### src/rtl/store_write_buffer.sv
// store_write_buffer: FIFO store buffer in front of the shared data-memory port.
// Loads are checked against queued stores and either forwarded or stalled.
// Optional feature macro STB_FORWARD_EN: when defined, exact-address loads are
// forwarded from the youngest matching entry; when undefined, every overlap stalls.
// Ports: clk/reset (sync, active-high); st_valid/st_addr/st_data/st_ready (store in);
// ld_valid/ld_addr/ld_hit/ld_hit_data/ld_stall (load check); mem_Addr/mem_Write_Data/
// mem_MemWrite/mem_MemRead (memory port); count/empty (occupancy).
module store_write_buffer #(
    parameter int DEPTH  = 4,
    parameter int ADDR_W = 64,
    parameter int DATA_W = 64
) (
    input  logic                       clk,
    input  logic                       reset,
    input  logic                       st_valid,
    input  logic [ADDR_W-1:0]          st_addr,
    input  logic [DATA_W-1:0]          st_data,
    output logic                       st_ready,
    input  logic                       ld_valid,
    input  logic [ADDR_W-1:0]          ld_addr,
    output logic                       ld_hit,
    output logic [DATA_W-1:0]          ld_hit_data,
    output logic                       ld_stall,
    output logic [ADDR_W-1:0]          mem_Addr,
    output logic [DATA_W-1:0]          mem_Write_Data,
    output logic                       mem_MemWrite,
    output logic                       mem_MemRead,
    output logic [$clog2(DEPTH):0]     count,
    output logic                       empty
);
    localparam int PW = $clog2(DEPTH);
    logic [ADDR_W-1:0] e_addr [DEPTH];
    logic [DATA_W-1:0] e_data [DEPTH];
    logic [DEPTH-1:0]  e_valid;
    logic [PW-1:0]     head, tail, idx;
    logic [ADDR_W:0]   ld_lo, ld_hi, e_lo, e_hi;
    logic              full, push, pop, rd, ov, ex, any_part, any_exact;
    logic [DATA_W-1:0] fwd_data;
    // Overlap bounds are widened by one bit so addr+8 cannot wrap near the top.
    assign ld_lo = {1'b0, ld_addr};
    assign ld_hi = ld_lo + (ADDR_W+1)'(8);
    // Scan oldest to youngest so the last exact match seen is the youngest.
    always_comb begin
        any_part  = 1'b0;
        any_exact = 1'b0;
        fwd_data  = '0;
        idx       = head;
        e_lo      = '0;
        e_hi      = '0;
        ov        = 1'b0;
        ex        = 1'b0;
        for (int k = 0; k < DEPTH; k++) begin
            idx       = head + PW'(k);
            e_lo      = {1'b0, e_addr[idx]};
            e_hi      = e_lo + (ADDR_W+1)'(8);
            ov        = e_valid[idx] && (ld_lo < e_hi) && (e_lo < ld_hi);
            ex        = ov && (ld_addr == e_addr[idx]);
            any_part  = any_part | (ov && !ex);
            any_exact = any_exact | ex;
            fwd_data  = ex ? e_data[idx] : fwd_data;
        end
    end
`ifdef STB_FORWARD_EN
    assign ld_stall = ld_valid && any_part;
    assign ld_hit   = ld_valid && !any_part && any_exact;
`else
    assign ld_stall = ld_valid && (any_part || any_exact);
    assign ld_hit   = 1'b0;
`endif
    assign ld_hit_data    = fwd_data;
    assign full           = count == (PW+1)'(DEPTH);
    assign empty          = count == '0;
    assign st_ready       = !full;
    assign push           = st_valid && !full;
    // A load that must go to memory owns the port; otherwise the head drains.
    assign rd             = ld_valid && !ld_stall && !ld_hit;
    assign pop            = !rd && !empty;
    assign mem_MemRead    = rd;
    assign mem_MemWrite   = pop;
    assign mem_Addr       = pop ? e_addr[head] : ld_addr;
    assign mem_Write_Data = e_data[head];
    always_ff @(posedge clk) begin
        if (reset) begin
            head    <= '0;
            tail    <= '0;
            count   <= '0;
            e_valid <= '0;
        end else begin
            if (push) begin
                e_addr[tail]  <= st_addr;
                e_data[tail]  <= st_data;
                e_valid[tail] <= 1'b1;
                tail          <= tail + 1'b1;
            end
            if (pop) begin
                e_valid[head] <= 1'b0;
                head          <= head + 1'b1;
            end
            count <= count + (PW+1)'(push) - (PW+1)'(pop);
        end
    end
endmodule

### config.mk
export PLATFORM = sky130hd
export DESIGN_NAME = store_write_buffer
export DESIGN_NICKNAME = d
export VERILOG_FILES = /design/src/rtl/store_write_buffer.sv
export SDC_FILE = /design/constraint.sdc
export NUM_CORES = 2
export LEC_CHECK = 0
export ABC_CLOCK_PERIOD_IN_PS = 28500
export CORE_MARGIN = 2
export CORE_UTILIZATION = 60
export DETAILED_ROUTE_END_ITERATION = 10
export HOLD_SLACK_MARGIN = 0.02
export PLACE_DENSITY = 0.89
export SLEW_MARGIN = 20
export SYNTH_ARGS = -nofsm -noshare
export SYNTH_HDL_FRONTEND = slang
export SYNTH_SLANG_ARGS = --single-unit
export TNS_END_PERCENT = 100
### constraint.sdc
create_clock -name clk -period 28.5 [get_ports clk]
set_clock_uncertainty 0.05 [all_clocks]
set_input_delay 2.85 -clock clk [delete_from_list [all_inputs] [get_ports clk]]
set_output_delay 2.85 -clock clk [all_outputs]
set_load 0.02 [all_outputs]
Word-level counts from Yosys, hierarchy flattened
Memories as Yosys holds them, arrays and structs flattened. A register that Yosys moved wholly into a read port is not among the register bits.
Index checks and enable logic that the tools add are counted.
Widths: inputs -> output; s select.
- register bits after elaboration: 11
- bits in latches: 0
- RAM bits: 512
- ROM bits: 0
- input port bits: 196
- logic and storage cells: 105
- memories kept: 2
- add/subtract/negate cells: 11
- $mul: 0
- div/mod/pow operators: 0
- order comparisons: 15
- eq/ne operators: 5
- shifts and indexed selects: 0
- muxes and demuxes: 27
- bitwise operators: 9
- reductions and logical operators: 32
- memory list (name ; words ; width ; read ports ; clocked after Yosys merged registers in ; write ports ; line ; RTL):
    e_addr ; 4 ; 64 ; 4 ; 1 ; 1 ; 32 ; logic [ADDR_W-1:0] e_addr [DEPTH];
    e_data ; 4 ; 64 ; 4 ; 1 ; 1 ; 33 ; logic [DATA_W-1:0] e_data [DEPTH];
- operators by type and width (operator ; number):
    $lt 64x65->1 ; 8
    $add 64x4->65 const B ; 5
    $mux 64 ; 5
    $eq 64x64->1 ; 4
    $logic_and 1x1->1 ; 22
    $lt 2x3->1 const B ; 5
    $mux 4 ; 3
    $mux 1 ; 9
    $bmux 1 s2 ; 4
    $logic_not 1->1 ; 8
    $mux 2 ; 4
    $or 1x1->1 ; 6
    $add 2x1->2 const B ; 2
    $add 2x2->2 const B ; 2
    $and 4x4->4 ; 1
    $demux 1 s2 ; 2
    $ge 2x1->1 const B ; 2
    $not 4->4 ; 1
    $or 4x4->4 ; 1
    $add 3x1->3 ; 1
    $eq 3x3->1 const B ; 1
    $logic_not 3->1 ; 1
    $sub 3x1->3 ; 1
    $logic_or 1x1->1 ; 1

Longest topological paths before layout
An unclocked memory read counts as a cell.
- depth after elaboration: 20
- depth in mapped cells: 43

Worst setup path after synthesis
OpenSTA, ideal clock, no wires.
- kind: flip-flop to output port
- start: reg head[0]
- end: out mem_Addr[0]
- data arrival time: 8.694 ns
- required time: 25.600 ns
- path slack: 16.906 ns
- cell stages (with the launch flop): 39
- path buffers: 15
- cell sequence: dfxtp_1 -> buf_6 -> buf_6 -> buf_6 -> buf_6 -> buf_6 -> buf_6 -> buf_2 -> clkbuf_1 -> buf_1 -> buf_1 -> inv_1 -> ha_1 -> buf_2 -> buf_4 -> buf_4 -> mux4_2 -> nand4_1 -> (+3 left out) -> clkbuf_1 -> nor4_1 -> nand2b_1 -> nor2_1 -> nand4_1 -> xor2_1 -> ha_1 -> o21ai_0 -> nand2b_1 -> a41oi_1 -> o211ai_1 -> a211oi_1 -> o21ai_0 -> a211oi_1 -> nor3_1 -> a31oi_4 -> buf_2 -> mux2i_1
- RTL lines (item ; line ; RTL):
    start, declared ; 35 ; logic [PW-1:0] head, tail, idx;
    start signal, assigned ; 97 ; head <= head + 1'b1;
    $add 2x2->2 * ; 53 ; idx = head + PW'(k);
    named net idx[0] ; 35 ;
    $mem_v2 4x64 ; -- ;
    $add 64x4->65 ; 55 ; e_hi = e_lo + (ADDR_W+1)'(8);
    $lt 64x65->1 ; 56 ; ov = e_valid[idx] && (ld_lo < e_hi) && (e_lo < ld_hi);
    $logic_and 1x1->1 (2 in series) ; 56 ;
    $logic_and 1x1->1 ; 57 ; ex = ov && (ld_addr == e_addr[idx]);
    $logic_not 1->1 ; 58 ; any_part = any_part | (ov && !ex);
    (+2 left out) ; -- ;
    $logic_or 1x1->1 * ; 67 ; assign ld_stall = ld_valid && (any_part || any_exact);
    $logic_and 1x1->1 * ; 67 ;
    $logic_not 1->1 * ; 76 ; assign rd = ld_valid && !ld_stall && !ld_hit;
    $logic_and 1x1->1 * ; 76 ;
    $logic_not 1->1 * ; 77 ; assign pop = !rd && !empty;
    $logic_and 1x1->1 * ; 77 ;
    named net mem_MemWrite ; 26 ; output logic mem_MemWrite,
    $mux 64 * ; 80 ; assign mem_Addr = pop ? e_addr[head] : ld_addr;
    end, declared ; 24 ; output logic [ADDR_W-1:0] mem_Addr,
The timed path passes the listed nets; every way through them passes the cells marked *. The select of a mux whose other input is x is not followed.

Worst setup path after layout
- start: in ld_addr[6]
- end: out ld_hit_data[26]
- cells in the longest elaborated chain, start to end: 8
- RTL lines (item ; line ; RTL):
    start, declared ; 20 ; input logic [ADDR_W-1:0] ld_addr,
    $add 64x4->65 / $lt 64x65->1 (equally long branches) ; 41, 56 ;
    $lt 64x65->1 / $logic_and 1x1->1 (equally long branches) ; 56 ;
    $logic_and 1x1->1 ; 56 ;
    $logic_and 1x1->1 ; 57 ;
    $mux 64 (3 in series) ; 60 ; fwd_data = ex ? e_data[idx] : fwd_data;
    $mux 64 * ; 60 ;
    end, declared ; 22 ; output logic [DATA_W-1:0] ld_hit_data,
Every way passes the cells marked *; elsewhere a longest branch is shown, timed or not.

==> impl_metrics.py <==
metrics = {
    "worst_setup_path": {
        "worstSetupPathType": "in -> out",
        "critical_path.startpoint_type": "primary input",
        "critical_path.max_fanout": 71,
        "worstPathRequired_ps": 25600,
        "slowest_delay_ps": 880,
        "cp-end-kind": "primary output",
        "timing.critical_path.max_delay_family": "simple AND/OR/NAND/NOR gates",
        "worstPathCellList": "clkdlybuf4s50_1 > and4_1 > nand4_1 > nor3_1 > nand2_1 > or3_1 > nor2_1 > nand3_1 > xor2_1 > ha_1 > nand4_1 > nor2_1 > nand4b_1 > a211oi_1 > nor4_1 > a211oi_1 > a211oi_1 > nand2_4 > buf_4 > nor2_1 > a221oi_2 > clkdlybuf4s50_1",
        "critical_path.slowest_cell": "clkdlybuf4s50_1",
        "critPathBufInv": 3,
        "timing.critical_path.arrival_ps": 12180,
        "regToRegStartpoint": "head[0]",
        "crit_path_start": "ld_addr[6]",
    },
    "clock_tree": {
        "cts_tree": "done",
        "tritoncts.num_buffers": 50,
        "clk-insertion-delay-late_ps": 610,
        "tritoncts_num_sinks": 525,
        "cts.root.buffer_cell": "clkbuf_16",
        "cts-hold-fix-buffers": 0,
        "cts_resized": 0,
        "cts-root-to-sink-buffers": 3,
        "cts-htree-levels": 2,
        "post_cts_buffers": 0,
        "clkSlewWorstSetupHoldPaths_ps": 60,
    },
    "placement": {
        "numPortBuffers": 395,
        "gpl.final_weighted_congestion": 1.114,
        "dpl_worst_slack_ps": 13780,
        "dp_hpwl_microns": 150600,
    },
    "power_and_ir_drop": {
        "power_leakage_uw": 0.01961,
        "max-vdd-ir-drop_mv": 0.09687,
        "p_per_area_nw_per_um2": 84.43,
        "power_uw": 4852,
    },
    "routing": {
        "detail_route.drc_violations": 0,
        "dr.pass1.iters": 9,
        "detail_route.wl_per_cell_microns": 33.56,
        "totalWireLength_microns": 204200,
        "detailroute.via_count": 44820,
        "detail_route.vias_per_cell": 7.367,
        "antenna_violating_nets_post_route": 0,
        "first_iter_violations": 6450,
    },
    "synth": {
        "cell_type_with_the_largest_total_area_after_synthesis": "edfxtp_1",
        "postSynth.topFlopCell": "edfxtp_1",
        "syn-num-nets": 5345,
        "mappedNetlistArea_sq_um": 50930,
        "number_of_enable_type_register_cells_in_the_synthesized_netlist": 512,
        "netlist.area_leader.share_pct": 30.19,
        "synth_seq_area_share_pct": 30.70,
        "ys_types": 78,
        "ys_seq_elements": 525,
        "yosys_warning_count": 0,
        "synthTopCellsByArea": "edfxtp_1 (30%), mux4_2 (16%), ha_1 (13%)",
        "avg_inst_size_synth_sq_um": 11.02,
        "synth_cells": 4622,
        "ys_async_sr_fraction_pct": 0,
    },
    "timing": {
        "final-hold-violation-count": 0,
        "fmaxAchievable_mhz": 66.32,
        "worst_slew_margin_rel_pct": 16.33,
        "fin_ws_ps": 13420,
        "timing.final.max_slew_violations": 0,
        "final.min_clock_period_ps": 15080,
        "rsz_0062_raised_after_global_routing": "false",
        "final.setup.tns_ps": 0,
        "whs_ps": 519.8,
        "setup-violations-final": 0,
        "final.period_utilization_pct": 52.91,
        "worst_slew_pin_slew_ps": 1247,
    },
    "grt": {
        "antenna_found_initial": 28,
        "number_of_global_route_vias_before_repair": 42880,
        "grt.total_usage_pct": 45.54,
        "grt.overflow.total": 0,
        "grt_first_pass_wirelength_microns": 288800,
        "grt_max_degree": 158,
    },
    "cells_and_area": {
        "post-route-util_pct": 68.56,
        "layout-area-overhead-vs-synth_pct": 12.84,
        "layout.cells.most_common": "ha_1",
        "most_used_cells_in_the_layout_excluding_fill_and_tap_cells": "ha_1 (525), edfxtp_1 (512), clkdlybuf4s50_1 (395)",
        "drive_gt1_share_pct": 15.09,
        "total_nets_final": 5613,
        "layout.filler_cells": 5976,
    },
    "floorplan": {
        "initial_utilization_pct": 60.76,
        "pin_count": 397,
        "chip_height_microns": 295.3,
        "die_x_microns": 295.3,
        "num_rows": 106,
        "coreArea_sq_um": 83820,
        "die_area_sq_um": 87230,
    },
    "job": {
        "drv.max_cap_violation_count": 0,
    },
    "status": {
        "status": "completed",
    },
    "worst_hold_path": {
        "worst_hold_path_type": "reg -> reg",
        "hold_path_startpoint": "e_valid[2]",
    },
}
tightest hold or removal path, stage by stage, from the launching register on:
cell and delay (ps):
dfxtp_1 330, a21oi_1 130, a211oi_1 60
routing by layer:
| metal | vias to the layer above | track usage (%) | part of all wire, % |
|---|---|---|---|
| met5 | - | 0 | 0.025 |
| met4 | 8 | 23.86 | 6.7 |
| met3 | 739 | 15.31 | 15 |
| met2 | 3852 | 67.99 | 43 |
| met1 | 21710 | 58.95 | 35 |
| li1 | 18510 | - | - |
state kept, by name, summed over array words and instances, names as in the netlist, named ones only:
name / flops
tail: 2
e_data: 256
e_addr: 256
e_valid: 4
head: 2
count: 3
cell usage after synthesis (63+ instances only):
cell / count
mux2i_1: 82
xnor2_1: 306
ha_1: 526
a21oi_1: 304
edfxtp_1: 512
o21ai_0: 83
mux2_2: 124
nand2_1: 253
xor2_1: 205
nor2_1: 385
nand4_1: 190
inv_1: 83
nand3_1: 191
mux4_2: 357
a21o_1: 63
o21a_1: 69
nor2b_1: 84
clkbuf_1: 130
cells by family after synthesis:
| family | Yosys count | share of synthesized area, % |
|---|---|---|
| DFF | 525 | 30.70 |
| other | 1 | 0.007363 |
| AOI/OAI and AO/OA | 724 | 9.773 |
| and+or+nand+nor | 1382 | 13.59 |
| xor gates and xnor gates | 511 | 8.788 |
| buffers and inverters | 354 | 3.245 |
| muxes | 598 | 20.94 |
| adders and majority gates | 527 | 12.96 |
layout make-up:
class                   instances  area, sq um  share of cell area [%]
multi-input cells            3743        33700                   58.64
repair buffers                485         4691                   8.162
inverters                      85        319.1                  0.5552
well taps                    1134         1419                   2.469
flip-flops and latches        525        15650                   27.23
clock buffers                  60         1340                   2.332
diodes                         20        50.05                 0.08708
clock inverters                32        300.3                  0.5225
per-stage QoR:
stage	area, sq um	std cells
6_report	57470	6084
5_1_grt	57450	6076
4_1_cts	57390	6063
3_5_place_dp	55750	5971
3_3_place_gp	55740	5971
2_1_floorplan	50930	4622
where the power goes:
group          total, uW  leakage, uW  switching, uW  internal, uW
clock                679     0.000808            305           374
combinational       3210       0.0140           1980          1220
sequential           968      0.00475           67.8           900
total               4850       0.0196           2360          2500
path summary, 6_finish.rpt:
| path | endpoint | slack [ps] | depth (start not counted) |
|---|---|---|---|
| setup reg to reg | count[2] | 17000 | 28 |
| hold reg to reg | e_valid[2] | 520 | 2 |
| setup / recovery | ld_hit_data[26] | 13420 | 22 |
| hold / removal | e_valid[2] | 520 | 2 |
Note: power is estimated with default switching activity, not from simulation.
